File: src/rtl/bp_pkg.sv
// Shared branch-predictor definitions: branch opcode, 2-bit counter states,
// and B-type immediate extraction.
package bp_pkg;

    localparam logic [6:0] OPC_BRANCH = 7'b1100011;

    localparam logic [1:0] SNT = 2'b00;
    localparam logic [1:0] WNT = 2'b01;
    localparam logic [1:0] WT  = 2'b10;
    localparam logic [1:0] ST  = 2'b11;

    // Sign-extended B-type branch offset.
    function automatic logic [31:0] b_imm(input logic [31:0] inst);
        return {{19{inst[31]}}, inst[31], inst[7], inst[30:25], inst[11:8], 1'b0};
    endfunction

endpackage

File: src/rtl/bp_pht.sv
// Pattern history table of 2-bit saturating counters.
// One asynchronous read port and one write port with saturating update.
module bp_pht
    import bp_pkg::*;
#(
    parameter int unsigned IDX_W    = 6,
    parameter logic [1:0]  INIT_CTR = WNT
) (
    input  logic             clk,
    input  logic             rst_n,
    input  logic [IDX_W-1:0] i_rd_idx,
    output logic [1:0]       o_rd_ctr_c,
    input  logic             i_wr_en,
    input  logic [IDX_W-1:0] i_wr_idx,
    input  logic             i_wr_taken
);

    localparam int unsigned DEPTH = 1 << IDX_W;

    logic [1:0] r_ctr [DEPTH];
    logic [1:0] w_wr_cur;
    logic [1:0] w_wr_nxt;

    // Read returns the pre-update value when read and write hit the same entry.
    assign o_rd_ctr_c = r_ctr[i_rd_idx];

    always_comb begin
        w_wr_cur = r_ctr[i_wr_idx];
        w_wr_nxt = w_wr_cur;
        if (i_wr_taken && (w_wr_cur != ST)) begin
            w_wr_nxt = w_wr_cur + 2'd1;
        end else if (!i_wr_taken && (w_wr_cur != SNT)) begin
            w_wr_nxt = w_wr_cur - 2'd1;
        end
    end

    always_ff @(posedge clk or negedge rst_n) begin
        if (!rst_n) begin
            for (int i = 0; i < int'(DEPTH); i++) begin
                r_ctr[i] <= INIT_CTR;
            end
        end else if (i_wr_en) begin
            r_ctr[i_wr_idx] <= w_wr_nxt;
        end
    end

endmodule

File: src/rtl/gshare_predictor.sv
// Gshare conditional-branch predictor: PC xor global history indexes a PHT,
// with history recovery on mispredict and a saturating mispredict counter.
module gshare_predictor
    import bp_pkg::*;
#(
    parameter int unsigned IDX_W    = 6,
    parameter int unsigned GHR_W    = 6,
    parameter logic [1:0]  INIT_CTR = 2'b01,
    parameter int unsigned CNT_W    = 16
) (
    input  logic             clk,
    input  logic             rst,
    input  logic             pred_valid,
    input  logic [31:0]      pred_pc,
    input  logic [31:0]      pred_inst,
    output logic             pred_is_branch,
    output logic             pred_taken,
    output logic [31:0]      pred_target,
    output logic [31:0]      pred_fallthru,
    output logic [GHR_W-1:0] pred_ghr,
    input  logic             res_valid,
    input  logic [31:0]      res_pc,
    input  logic [GHR_W-1:0] res_ghr,
    input  logic             res_taken,
    input  logic             res_pred_taken,
    output logic             mispredict,
    output logic [CNT_W-1:0] mispredict_cnt
);

    logic [GHR_W-1:0] r_ghr;
    logic [CNT_W-1:0] r_cnt;
    logic [IDX_W-1:0] w_pred_idx;
    logic [IDX_W-1:0] w_res_idx;
    logic [1:0]       w_pred_ctr;
    logic             w_ctr_taken;
    logic             w_unused_res_pc;

    assign w_unused_res_pc = &{1'b0, res_pc[31:IDX_W+2], res_pc[1:0]};

    assign w_pred_idx = pred_pc[IDX_W+1:2] ^ IDX_W'(r_ghr);
    assign w_res_idx  = res_pc[IDX_W+1:2]  ^ IDX_W'(res_ghr);

    bp_pht #(
        .IDX_W    (IDX_W),
        .INIT_CTR (INIT_CTR)
    ) u_pht (
        .clk        (clk),
        .rst_n      (rst),
        .i_rd_idx   (w_pred_idx),
        .o_rd_ctr_c (w_pred_ctr),
        .i_wr_en    (res_valid),
        .i_wr_idx   (w_res_idx),
        .i_wr_taken (res_taken)
    );

    assign w_ctr_taken    = (w_pred_ctr == WT) || (w_pred_ctr == ST);
    assign pred_is_branch = (pred_inst[6:0] == OPC_BRANCH);
    assign pred_taken     = pred_is_branch & w_ctr_taken;
    assign pred_fallthru  = pred_pc + 32'd4;
    assign pred_target    = pred_taken ? (pred_pc + b_imm(pred_inst)) : pred_fallthru;
    assign pred_ghr       = r_ghr;

    assign mispredict     = res_valid & (res_taken ^ res_pred_taken);
    assign mispredict_cnt = r_cnt;

    // Recovery from a mispredict overrides the speculative shift of a fetched branch.
    always_ff @(posedge clk or negedge rst) begin
        if (!rst) begin
            r_ghr <= '0;
        end else if (mispredict) begin
            r_ghr <= {res_ghr[GHR_W-2:0], res_taken};
        end else if (pred_valid && pred_is_branch) begin
            r_ghr <= {r_ghr[GHR_W-2:0], pred_taken};
        end
    end

    always_ff @(posedge clk or negedge rst) begin
        if (!rst) begin
            r_cnt <= '0;
        end else if (mispredict && (r_cnt != {CNT_W{1'b1}})) begin
            r_cnt <= r_cnt + CNT_W'(1);
        end
    end

endmodule

File: config.mk
export PLATFORM = sky130hd
export DESIGN_NAME = gshare_predictor
export DESIGN_NICKNAME = d
export VERILOG_FILES = /design/src/rtl/bp_pkg.sv /design/src/rtl/bp_pht.sv /design/src/rtl/gshare_predictor.sv
export SDC_FILE = /design/constraint.sdc
export NUM_CORES = 1
export LEC_CHECK = 0
export ABC_AREA = 1
export CAP_MARGIN = 5
export CORE_ASPECT_RATIO = 1.25
export CORE_MARGIN = 4
export CORE_UTILIZATION = 35
export CTS_CLUSTER_DIAMETER = 150
export DETAILED_ROUTE_END_ITERATION = 10
export GPL_TIMING_DRIVEN = 0
export PLACE_DENSITY = 0.68
export SYNTH_ARGS = -nofsm -noshare
export SYNTH_HDL_FRONTEND = slang
export SYNTH_SLANG_ARGS = --single-unit
File: constraint.sdc
create_clock -name clk -period 3.9 [get_ports clk]
set_input_delay 1.17 -clock clk [delete_from_list [all_inputs] [get_ports clk]]
set_output_delay 1.17 -clock clk [all_outputs]
set_load 0.01 [all_outputs]
## Word-level counts from Yosys, hierarchy flattened

Index checks and enable logic that the tools add are counted.

| operators by class | value |
|---|---|
| add/subtract/negate cells | 5 |
| order comparisons | 3 |
| equal/unequal tests | 5 |
| muxes and demuxes | 14 |
| bitwise logic cells | 7 |
| reductions and logical operators | 9 |

Operators with widths:

| operator | count |
|---|---|
| 128-bit bitwise mux | 1 |
| 32-bit by 3-bit adder with 32-bit output (second input constant) | 1 |
| 32-bit adder | 1 |
| 32-bit two-way mux | 1 |
| 2-bit binary-select mux with 6-bit select | 2 |
| 16-bit by 1-bit adder with 16-bit output (second input constant) | 1 |
| 16-bit inequality test (second input constant) | 1 |
| 7-bit >= comparator (second input constant) | 2 |
| 2-bit two-way mux | 7 |
| 6-bit NOT with 7-bit output | 2 |
| 2-bit demux with 6-bit select | 1 |
| 6-bit two-way mux | 2 |
| 6-bit bitwise XOR | 2 |
| 7-bit equality test (second input constant) | 1 |
| 7-bit by 1-bit less-than comparator with 1-bit output (second input constant) | 1 |
| 1-bit logical AND | 5 |
| 2-bit equality test (second input constant) | 2 |
| 2-bit nonzero test | 2 |
| 2-bit by 1-bit adder with 2-bit output (second input constant) | 1 |
| 1-bit AND | 2 |
| 2-bit inequality test (second input constant) | 1 |
| 2-bit by 1-bit subtractor with 2-bit output (second input constant) | 1 |
| 1-bit logical NOT | 1 |
| 1-bit logical OR | 1 |
| 1-bit bitwise XOR | 1 |

| word-level totals | value |
|---|---|
| register bits | 150 |
| input bits | 108 |
| output and inout port bits | 89 |
| word-level logic and storage cells | 109 |

## Depth between registers and ports, before layout

Gate-level depths: netlist of run 1.

| depth | value |
|---|---|
| depth in word-level cells | 10 |
| depth in mapped cells | 23 |
| depth with buffers taken out | 21 |

## Cells and area by module

From an unflattened synthesis of run 1, not the netlist that was laid out.

| unflattened totals | value |
|---|---|
| cell total of the unflattened synthesis | 2200 |
| area, all modules | 13262.7 um2 |

By module, submodules not included:

| module | times used | cells each | area an instance (um2) | seq. area each (um2) |
|---|---|---|---|---|
| bp_pht | 1 | 1355 | 8599.5 | 3283.1 |
| gshare_predictor | 1 | 845 | 4663.2 | 550.5 |

## Least setup slack after synthesis of run 1

Ideal clock, no wire load.

| timing path | value |
|---|---|
| kind | input-to-output |
| start | input pred_pc[2] |
| end | output pred_target[26] |
| data arrival time | 2863 ps |
| data required time | 2730 ps |
| setup slack | -133 ps |
| cell stages on the path | 11 |
| path buffers | 0 |
| path through | ha_1 > nand3_1 > nor3_2 > nand2_1 > nor2_2 > nand4_1 > nor2_1 > nand3_1 > xor2_1 > nand2_1 > nand2_1 |

| between the ends | value |
|---|---|
| elaborated cells on any way between the ends | 12 |
| classes of those cells | add/sub: 2; eq/ne: 2; mux: 4; bitwise: 3; reduce/logical: 1 |

RTL lines:

| what | RTL line | source |
|---|---|---|
| start, declared | gshare_predictor.sv:14 | `input logic [31:0] pred_pc,` |
| 32-bit by 3-bit adder with 32-bit output | gshare_predictor.sv:59 | `assign pred_fallthru = pred_pc + 32'd4;` |
| named net pred_fallthru[26] | gshare_predictor.sv:19 | `output logic [31:0] pred_fallthru,` |
| 32-bit two-way mux | gshare_predictor.sv:60 | `assign pred_target = pred_taken ? (pred_pc + b_imm(pred_inst)) : pred_fallthru;` |
| end, declared | gshare_predictor.sv:18 | `output logic [31:0] pred_target,` |

The timed path passes the listed nets, and every way through them passes these cells. The select of a mux whose other input is x is not followed.

## Worst setup path after layout of run 1

| timing path | value |
|---|---|
| start | input pred_pc[3] |
| end | output pred_target[25] |

| between the ends | value |
|---|---|
| word-level cells in the longest chain between the ends | 9 |
| elaborated cells on any way between the ends | 12 |
| classes of those cells | add/sub: 2; eq/ne: 2; mux: 4; bitwise: 3; reduce/logical: 1 |

Ends and longest elaborated chain:

| what | RTL line | source |
|---|---|---|
| 6-bit bitwise XOR | gshare_predictor.sv:40 | `assign w_pred_idx = pred_pc[IDX_W+1:2] ^ IDX_W'(r_ghr);` |
| 6-bit NOT with 7-bit output (not written as such) | bp_pht.sv:25 | `assign o_rd_ctr_c = r_ctr[i_rd_idx];` |
| 2-bit binary-select mux with 6-bit select | bp_pht.sv:25 |  |
| 2-bit two-way mux (not written as such) (2 in a row) | bp_pht.sv:25 |  |
| 2-bit equality test | gshare_predictor.sv:56 | `assign w_ctr_taken = (w_pred_ctr == WT) \|\| (w_pred_ctr == ST);` |
| 1-bit logical OR | gshare_predictor.sv:56 |  |
| 1-bit AND | gshare_predictor.sv:58 | `assign pred_taken = pred_is_branch & w_ctr_taken;` |
| 32-bit two-way mux * | gshare_predictor.sv:60 |  |

Mark *: on every way between the ends. The rest lies on a longest branch, timed or not. The select of a mux whose other input is x is not followed.

==> results of run 1 <==
## synth_stat cells
cell type	number
a21oi_1	32
ha_1	34
nand3_2	4
nand3_1	214
buf_2	25
buf_1	4
a21boi_0	4
nor4_2	1
or2_2	1
nor2_1	148
dfstp_2	64
nor4_1	1
dfrtp_1	86
and3_1	1
inv_2	1
nand2_4	5
o21bai_1	3
buf_6	9
nor3_2	2
nand3b_1	7
nor3b_1	1
clkinv_1	1
fa_1	1
inv_1	226
nor3_1	24
nand2_2	4
o21a_1	2
nand2_1	869
o211ai_1	26
o21ai_0	19
a21o_1	8
xor2_1	41
a31oi_1	2
nand4_1	51
nor2_2	3
xnor2_2	2
xnor2_1	30
buf_4	12
clkbuf_1	20
## power groups by stage
stage          combinational (mW)  sequential [mW]  clock (mW)
4_1_cts                      3.40             2.54        1.61
3_3_place_gp                 2.77             2.54           0
5_1_grt                      3.89             2.60        1.68
2_1_floorplan                1.80             2.43           0
6_report                     3.59             2.56        1.59
3_5_place_dp                 2.80             2.55           0
## metrics by stage
step | total power [mW] | instance area, um^2 | std cells | setup slack (ns)
after CTS | 7.56 | 17000 | 2721 | -0.410
after global routing | 8.17 | 17500 | 2738 | -0.461
after global placement | 5.30 | 14600 | 2612 | -4.47
final | 7.73 | 17500 | 2738 | -0.412
after detailed placement | 5.35 | 14600 | 2613 | -2.62
after floorplan | 4.23 | 12400 | 1988 | -0.00417
## flip-flops by register name (all words and copies together), names as in the netlist
name	flops
mispredict_cnt	16
pred_ghr	6
u_pht.r_ctr	128
## cells by family after synthesis
logic type / share of synthesized area
AND/OR/NAND/NOR: 0.451
adder cells (fa/ha/maj): 0.0360
flip-flops: 0.310
AO/OA/AOI/OAI: 0.0478
XOR/XNOR: 0.0529
buffers and inverters: 0.102
## repair_timing
| item | CTS | global route |
|---|---|---|
| buffers inserted | 68 | 17 |
| cloned | 8 | 3 |
| pin swaps | 99 | 51 |
| gates resized for setup | 620 | 139 |
| setup endpoints to repair | 192 | 177 |
## cells in the final DEF, fill, tap and decap left out, drive strengths merged
master         Yosys  final
a21boi             4      4
a21o               8      8
a21oi             32     32
a31oi              2      2
and3               1      1
buf               50    202
bufinv             0      1
clkbuf            20     49
clkdlybuf4s15      0     10
clkdlybuf4s50      0     52
clkinv             1      6
clkinvlp           0      5
dfrtp             86     86
dfstp             64     64
dlygate4sd2        0     23
dlymetal6s2s       0      3
fa                 1      1
ha                34     34
inv              227    228
nand2            878    879
nand3            218    218
nand3b             7      7
nand4             51     51
nor2             151    151
nor3              26     26
nor3b              1      1
nor4               2      2
o211ai            26     26
o21a               2      2
o21ai             19     19
o21bai             3      3
or2                1      1
xnor2             32     32
xor2              41     41
## routing by layer
metal | part of all wire | track usage | up-vias
met1 | 0.37 | 0.314 | 6896
met3 | 0.077 | 0.0481 | 209
met5 | 0 | 0 | -
met2 | 0.48 | 0.471 | 737
li1 | - | - | 6796
met4 | 0.067 | 0.170 | 0
## final timing paths
check                                 start                 to  cells after the start
hold reg to reg              u_pht.r_ctr[4]     u_pht.r_ctr[4]                      2
hold / removal               u_pht.r_ctr[4]     u_pht.r_ctr[4]                      2
setup reg to reg           u_pht.r_ctr[102]    u_pht.r_ctr[45]                     19
max in group asynchronous               rst    u_pht.r_ctr[38]                      2
min in group asynchronous               rst  mispredict_cnt[6]                      1
setup / recovery                 pred_pc[3]    pred_target[25]                     16
## final cells by class
cell class / count / share of cell area
Multi-Input combinational cell: 1541 / 0.498
Sequential cell: 150 / 0.219
Timing Repair Buffer: 250 / 0.132
Inverter: 228 / 0.0503
Buffer: 69 / 0.0367
Tap cell: 468 / 0.0334
Clock buffer: 20 / 0.0255
Clock inverter: 12 / 0.00606
## critical path, stage by stage
cell and delay [ns]:
buf_12 0.12, xnor2_4 0.14, buf_12 0.15, buf_6 0.12, buf_4 0.15, nand3_1 0.09, nand3_2 0.12, nand3_1 0.11
nand3_2 0.11, nand3_4 0.17, nand3_4 0.12, buf_6 0.16, buf_4 0.14, nand2_1 0.07, nand2_1 0.07, buf_6 0.12
==> impl_metrics.ini, run 1 <==
[run_status]
outcome = complete, but fails checks
violations = setup timing

[run]
maxCapViolations = 0

[cts]
root_buffer = clkbuf_16
cts_hold_buf = 0
path_clk_slew_ns = 0.06
cts_buffer_depth = 2
cts_tree = yes
cts.sinks = 150
cts_max_level = 4
numCtsBuffers = 17
clk_latency_ns = 0.46

[power_and_ir_drop]
pwr-share-seq = 0.331
p_switching_mw = 3.23
comb_power_share = 0.464
power.share.clock = 0.205
power_leakage_nw = 8.51
switching_share = 0.418
p_per_area_nw_per_um2 = 441
ir_drop_v = 0.000326
intPower_mw = 4.50

[worst_setup_path]
startpoint_type = input pin
cp_max_fo = 5
r2r_slack_ns = 1.30
arrival_ns = 3.14
crit_type = input pin to output port
setup.worst_path.end_class = output port
required_ns = 2.73

[drt]
finalWirelength_um = 53800
wl_per_cell_um = 19.6
drcViolationCount = 0
ant_nets = 0
dr.pass1.iters = 6
route.vias.total = 14600
via_per_inst = 5.35
drtIter0Drc = 1334

[floorplanning]
rows = 76
core_area_um2 = 34700
ios = 197
initial_utilization = 0.356
chipHeight_um = 218
fp.dieW_um = 176
dieArea_um2 = 38400

[grt]
track_usage = 0.274
grt_max_degree = 85
antenna_found_initial = 0
grt_pass1_wl_um = 81700
grt_pass1_vias = 14600
grt_overflow_total = 0

[place]
gp_congestion = 1.01
dp_hpwl_um = 37600
port_buffers = 156

[layout]
drive_gt1_frac = 0.247
n_fill_cell = 3361
area_delta_synth_final_pct = 41.9
nNetsFinal = 2400
ff_latch_area_um2 = 3830
multiInputGateArea_um2 = 8730
post-route-util = 0.505
diodes = 0

[sta]
slew_violations = 0
final-hold-violation-count = 0
setup_viol = 40
setup_tns_ns = -12.18
max_freq_mhz = 232
hold-worst-slack_ns = 0.463
period_minus_slack_ns = 4.31
setup_slack_ns = -0.412
rsz0062_at_grt = yes
relSlewSlack = 0.367
min_period_over_period = 1.11
skew_ns = 0.00946
tightest_slew_ns = 0.947

[synthesis]
ys_warn_count = 0
synth-seq-cells = 150
yosysTopAreaCellShare = 0.264
syn_area_per_cell_um2 = 6.22
synth_nets = 2131
netlist_area_um2 = 12400
synth_area_leaders = nand2_1 26%, dfrtp_1 17%, dfstp_2 14%
yosysSeqAreaShare = 0.310
yosys.cell_types.count = 39
syn_inst = 1988
synth_area_leader_cell = nand2_1

[min_path]
hold_path.class = register to register
No activity file was read; power rests on OpenSTA's default activity.
==> run 2: changes to the inputs <==
--- a/config.mk
+++ b/config.mk
@@ -13,7 +13,6 @@
 export CTS_CLUSTER_DIAMETER = 150
 export DETAILED_ROUTE_END_ITERATION = 10
 export GPL_TIMING_DRIVEN = 0
-export PLACE_DENSITY = 0.68
 export SYNTH_ARGS = -nofsm -noshare
 export SYNTH_HDL_FRONTEND = slang
 export SYNTH_SLANG_ARGS = --single-unit
==> constraint.sdc (replaced) <==
create_clock -name clk -period 3.9 [get_ports clk]
set_input_delay 1.17 -clock clk [delete_from_list [all_inputs] [get_ports clk]]
set_output_delay 1.17 -clock clk [all_outputs]
set_load 0.05 [all_outputs]
==> run 2 against run 1 <==
The run still ends with setup timing left. Core utilization up 2.3 points. Total power rose by 6.2%. Wire length increased by 0.99%. Worst hold slack improved by 0.0022 ns. Setup slack worse by 0.20 ns. Cell count shrank 0.26%. Clock skew rose by 0.0039 ns. Critical endpoint is now pred_target[20]. Largest power group unchanged.
==> impl_metrics.ini, run 2 (synthesis gave the netlist of run 1 again) <==
[run_status]
outcome = complete, but fails checks
violations = setup timing

[grt]
grt_max_degree = 86
grt_pass1_vias = 14200
grt_pass1_wl_um = 81900
antenna_found_initial = 1
grt_overflow_total = 0
track_usage = 0.279

[cts]
cts.sinks = 150
root_buffer = clkbuf_16
cts_max_level = 4
cts_buffer_depth = 2
cts_hold_buf = 0
cts_tree = yes
path_clk_slew_ns = 0.06
clk_latency_ns = 0.46
numCtsBuffers = 17

[run]
maxCapViolations = 0

[layout]
nNetsFinal = 2392
final_cells = 2731
largest_reg_flops = 128
area_delta_synth_final_pct = 48.3
drive_gt1_frac = 0.256
n_fill_cell = 3311
final_common_cell = nand2_1
most-common-layout-cells = 773 x nand2_1, 221 x inv_1, 185 x nand3_1
top_register = u_pht.r_ctr

[drt]
via_per_inst = 5.19
ant_nets = 0
drtIter0Drc = 1148
wl_per_cell_um = 19.9
finalWirelength_um = 54300
dr.pass1.iters = 6
route.vias.total = 14200
drcViolationCount = 0

[worst_setup_path]
required_ns = 2.73
crit_buf_inv = 8
cp_slowest_cell = nand3_4
startpoint_type = input pin
crit_chain = buf_12 -> xnor2_4 -> buf_12 -> clkinvlp_4 -> buf_6 -> buf_16 -> o211ai_1 -> nand3_1 -> nand3_2 -> nand3_4 -> nand3_4 -> buf_12 -> buf_6 -> nand3_4 -> nand2_4 -> nand2_4 -> buf_8
arrival_ns = 3.34
setup.worst_path.end_class = output port
crit_type = input pin to output port
cp_top_family = buffers and inverters
cpPeakStageDelay_ns = 0.18
cp_max_fo = 8

[floorplanning]
ios = 197
core_area_um2 = 34700
fp.dieW_um = 176
chipHeight_um = 218
rows = 76
initial_utilization = 0.356
dieArea_um2 = 38400

[place]
port_buffers = 156
dp_hpwl_um = 39000
dp_cells = 2613
place_ws_ns = -2.99
gp_congestion = 1.02

[power_and_ir_drop]
power_leakage_nw = 8.76
ir_drop_v = 0.000395
p_total_mw = 8.21
p_per_area_nw_per_um2 = 448

[sta]
setup_viol = 43
slew_violations = 0
skew_ns = 0.0133
relSlewSlack = 0.386
max_freq_mhz = 222
tightest_slew_ns = 0.918
hold-worst-slack_ns = 0.465
setup_tns_ns = -20.00
setup_slack_ns = -0.610
final-hold-violation-count = 0
rsz0062_at_grt = yes
period_minus_slack_ns = 4.51
min_period_over_period = 1.16

[min_path]
hold_path.class = register to register
==> run 2: cell types whose count changed in the layout (fill, tap and decap cells not counted), moves of 5 or more <==
cell / previous run / this run
buf_12: 6 / 15
buf_2: 48 / 13
buf_4: 82 / 74
buf_8: 9 / 36
clkbuf_2: 15 / 10
clkbuf_4: 3 / 15
dlygate4sd2_1: 23 / 13
nand2_1: 810 / 773
nand2_4: 23 / 57
nand2_8: 2 / 8
nor2_1: 110 / 128
nor2_2: 27 / 11
==> run 2: final timing paths <==
path                                 start                to  slack [ns]  cells after the start
max in group asynchronous              rst  u_pht.r_ctr[116]        2.28                      2
max reg2reg                u_pht.r_ctr[98]   u_pht.r_ctr[16]        1.31                     18
max                             pred_pc[3]   pred_target[20]       -0.61                     17
min in group asynchronous              rst   u_pht.r_ctr[33]        0.72                      1
min reg2reg                u_pht.r_ctr[88]   u_pht.r_ctr[88]        0.47                      2
min                        u_pht.r_ctr[88]   u_pht.r_ctr[88]        0.47                      2
==> run 2: repair_timing <==
action | 4_1_cts | 5_1_grt
setup buffers | 58 | 22
cloned | 6 | 2
setup endpoints to repair | 194 | 186
pin swaps | 64 | 50
gates resized for setup | 684 | 161
==> run 2: metal layers <==
| metal | share of wire | GRT usage |
|---|---|---|
| met1 | 0.38 | 0.322 |
| met2 | 0.50 | 0.489 |
| met3 | 0.067 | 0.0516 |
| met4 | 0.053 | 0.147 |
| met5 | 0.00029 | 0 |
==> run 2: layout make-up <==
cell class	count	area, um^2	area share
Tap cell	468	586	0.0319
Timing Repair Buffer	243	2610	0.142
Buffer	69	709	0.0387
Clock inverter	14	174	0.00948
Multi-Input combinational cell	1540	9100	0.496
Sequential cell	150	3830	0.209
Inverter	228	885	0.0482
Clock buffer	18	439	0.0239
Antenna cell	1	2.50	0.000136
==> run 2: stage by stage <==
| stage | utilization | instance area [um^2] |
|---|---|---|
| 6_report | 0.529 | 18300 |
| 5_1_grt | 0.528 | 18300 |
| 4_1_cts | 0.512 | 17800 |
| 3_5_place_dp | 0.446 | 15500 |
| 3_3_place_gp | 0.445 | 15400 |
| 2_1_floorplan | - | 13300 |
==> run 2: tightest hold or removal path: stages, from the launching register on <==
cell and delay (ns):
dfstp_2 0.37, nand2_1 0.05, nand2_1 0.05
==> run 2: power breakdown <==
part	internal, mW	total [mW]	switching [mW]
combinational	1.51	3.92	2.40
clock	1.03	1.76	0.730
sequential	2.16	2.54	0.376
==> run 3: changes to the inputs <==
--- a/config.mk
+++ b/config.mk
@@ -13,6 +13,7 @@
 export CTS_CLUSTER_DIAMETER = 150
 export DETAILED_ROUTE_END_ITERATION = 10
 export GPL_TIMING_DRIVEN = 0
+export SETUP_SLACK_MARGIN = 0.05
 export SYNTH_ARGS = -nofsm -noshare
 export SYNTH_HDL_FRONTEND = slang
 export SYNTH_SLANG_ARGS = --single-unit
==> run 3 against run 2 <==
The flow still finishes with violations (setup timing). Setup slack got worse by 0.012 ns. Critical path depth down 1. Sequential cell count did not move. Worst hold slack worse by 0.0021 ns. Die area did not move. Core utilization up 0.33 points. Final area increased by 0.63%. Clock skew hardly changed. Combinational power rose by 1%. Via count is 0.63% higher. Critical endpoint is now pred_target[18].
==> impl_metrics.ini, run 3 (synthesis gave the netlist of run 1 again) <==
[layout]
final_cells = 2734
area_delta_synth_final_pct = 49.3
final_common_cell = nand2_1
diodes = 0
drive_gt1_frac = 0.262
top_register = u_pht.r_ctr
largest_reg_flops = 128
nNetsFinal = 2396
most-common-layout-cells = 767 x nand2_1, 221 x inv_1, 184 x nand3_1

[drt]
finalWirelength_um = 54500
drtIter0Drc = 1103
route.vias.total = 14300
dr.pass1.iters = 6
wl_per_cell_um = 19.9
via_per_inst = 5.22
drcViolationCount = 0
ant_nets = 0

[cts]
cts_tree = yes
cts.sinks = 150
root_buffer = clkbuf_16
cts_buffer_depth = 2
cts_max_level = 4
path_clk_slew_ns = 0.06
numCtsBuffers = 17
clk_latency_ns = 0.46

[power_and_ir_drop]
ir_drop_v = 0.000396
comb_power_share = 0.481
switching_share = 0.427
p_total_mw = 8.26
pwr-share-seq = 0.307
p_switching_mw = 3.53
power_leakage_nw = 8.84
power.share.clock = 0.212
p_per_area_nw_per_um2 = 448
intPower_mw = 4.73

[worst_setup_path]
setup.worst_path.end_class = output port
crit_type = input pin to output port
required_ns = 2.73
rr_endpoint = u_pht.r_ctr[73]
arrival_ns = 3.35
r2r_slack_ns = 1.30
reg2reg_depth = 19
startpoint_type = input pin
r2r_start = u_pht.r_ctr[98]
cp_max_fo = 8

[grt]
track_usage = 0.278
top_usage_layer = met2
grt_pass1_wl_um = 81900
use_met2 = 0.489
gr-usage-met1 = 0.323
grt_overflow_total = 0
grt_max_degree = 86
grt_pass1_vias = 14100
antenna_found_initial = 1
use_met3 = 0.0503

[place]
dp_hpwl_um = 39000
dp_cells = 2613
gp_congestion = 1.02
port_buffers = 156

[min_path]
worstHoldStart = u_pht.r_ctr[88]
hold_path.class = register to register
hold_depth = 2
min_to = u_pht.r_ctr[88]

[sta]
tightest_slew_ns = 1.03
final-hold-violation-count = 0
rsz0062_at_grt = yes
setup_viol = 43
min_period_over_period = 1.16
relSlewSlack = 0.311
max_freq_mhz = 221
setup_slack_ns = -0.621
hold-worst-slack_ns = 0.463
period_minus_slack_ns = 4.52
skew_ns = 0.0130
setup_tns_ns = -20.45
slew_violations = 0

[run_status]
outcome = complete, but fails checks
violations = setup timing

[run]
maxCapViolations = 0

[floorplanning]
chipHeight_um = 218
dieArea_um2 = 38400
core_area_um2 = 34700
fp.dieW_um = 176
initial_utilization = 0.356
ios = 197
rows = 76
[run 3: cell types whose count changed in the layout (fill, tap and decap cells not counted), moves of 3 or more]
cell,change
nand2_1,-6
nand2_4,+5
clkbuf_2,+4
clkdlybuf4s50_1,-4
buf_6,+3
dlymetal6s2s_1,+3
nand2_2,+3
[run 3: timing repair]
action / 4_1_cts / 5_1_grt
hold buffers: 0 / 0
buffers inserted: 55 / 28
resized for setup: 705 / 175
endpoints found under the setup margin: 194 / 179
pin swaps: 66 / 74
cloned: 6 / 3
[run 3: worst max path at each step]
stage,slack (ns),cells past startpoint,start,endpoint
6_report,-0.62,16,pred_pc[2],pred_target[18]
5_1_grt,-0.70,16,pred_pc[3],pred_target[28]
4_1_cts,-0.63,16,pred_pc[3],pred_target[4]
3_5_place_dp,-2.99,12,pred_pc[4],pred_target[2]
3_3_place_gp,-4.66,1,rst,u_pht.r_ctr[115]
2_1_floorplan,-0.45,11,pred_pc[2],pred_target[28]
[run 3: through the flow]
stage	area [um^2]	setup slack, ns	util
final	18500	-0.621	0.532
after floorplan	13300	-0.448	-
after global routing	18500	-0.697	0.532
after CTS	17800	-0.634	0.512
after global placement	15400	-4.66	0.445
after detailed placement	15500	-2.99	0.446
[run 3: per-layer routing]
metal,up-vias,wire (um)
met2,580,27500
met1,6741,20700
met5,-,14
met4,2,2520
li1,6806,-
met3,140,3800
[run 3: critical path, cell delays in order]
cell	delay (ns)
buf_12	0.10
clkinvlp_4	0.16
nand2_2	0.13
nand2_4	0.11
clkbuf_16	0.19
o211ai_1	0.18
nand3_1	0.12
nand3_2	0.12
nand3_4	0.10
nand3_4	0.16
buf_12	0.14
buf_6	0.09
nand3_4	0.18
nand2_2	0.16
nand2_4	0.06
buf_8	0.15
[run 3: final cells by class]
class / instances / area, um^2
Buffer: 70 / 758
Clock buffer: 18 / 439
Clock inverter: 14 / 174
Fill cell: 3305 / 16200
Inverter: 228 / 873
Multi-Input combinational cell: 1540 / 9150
Sequential cell: 150 / 3830
Tap cell: 468 / 586
Timing Repair Buffer: 246 / 2640
[run 3: power groups by stage]
stage	Combinational (mW)	Clock, mW	Sequential (mW)
after floorplan	2.06	0	2.56
after global placement	3.19	0	2.53
after CTS	3.73	1.79	2.53
after global routing	4.28	1.85	2.58
final	3.97	1.75	2.54
after detailed placement	3.22	0	2.54
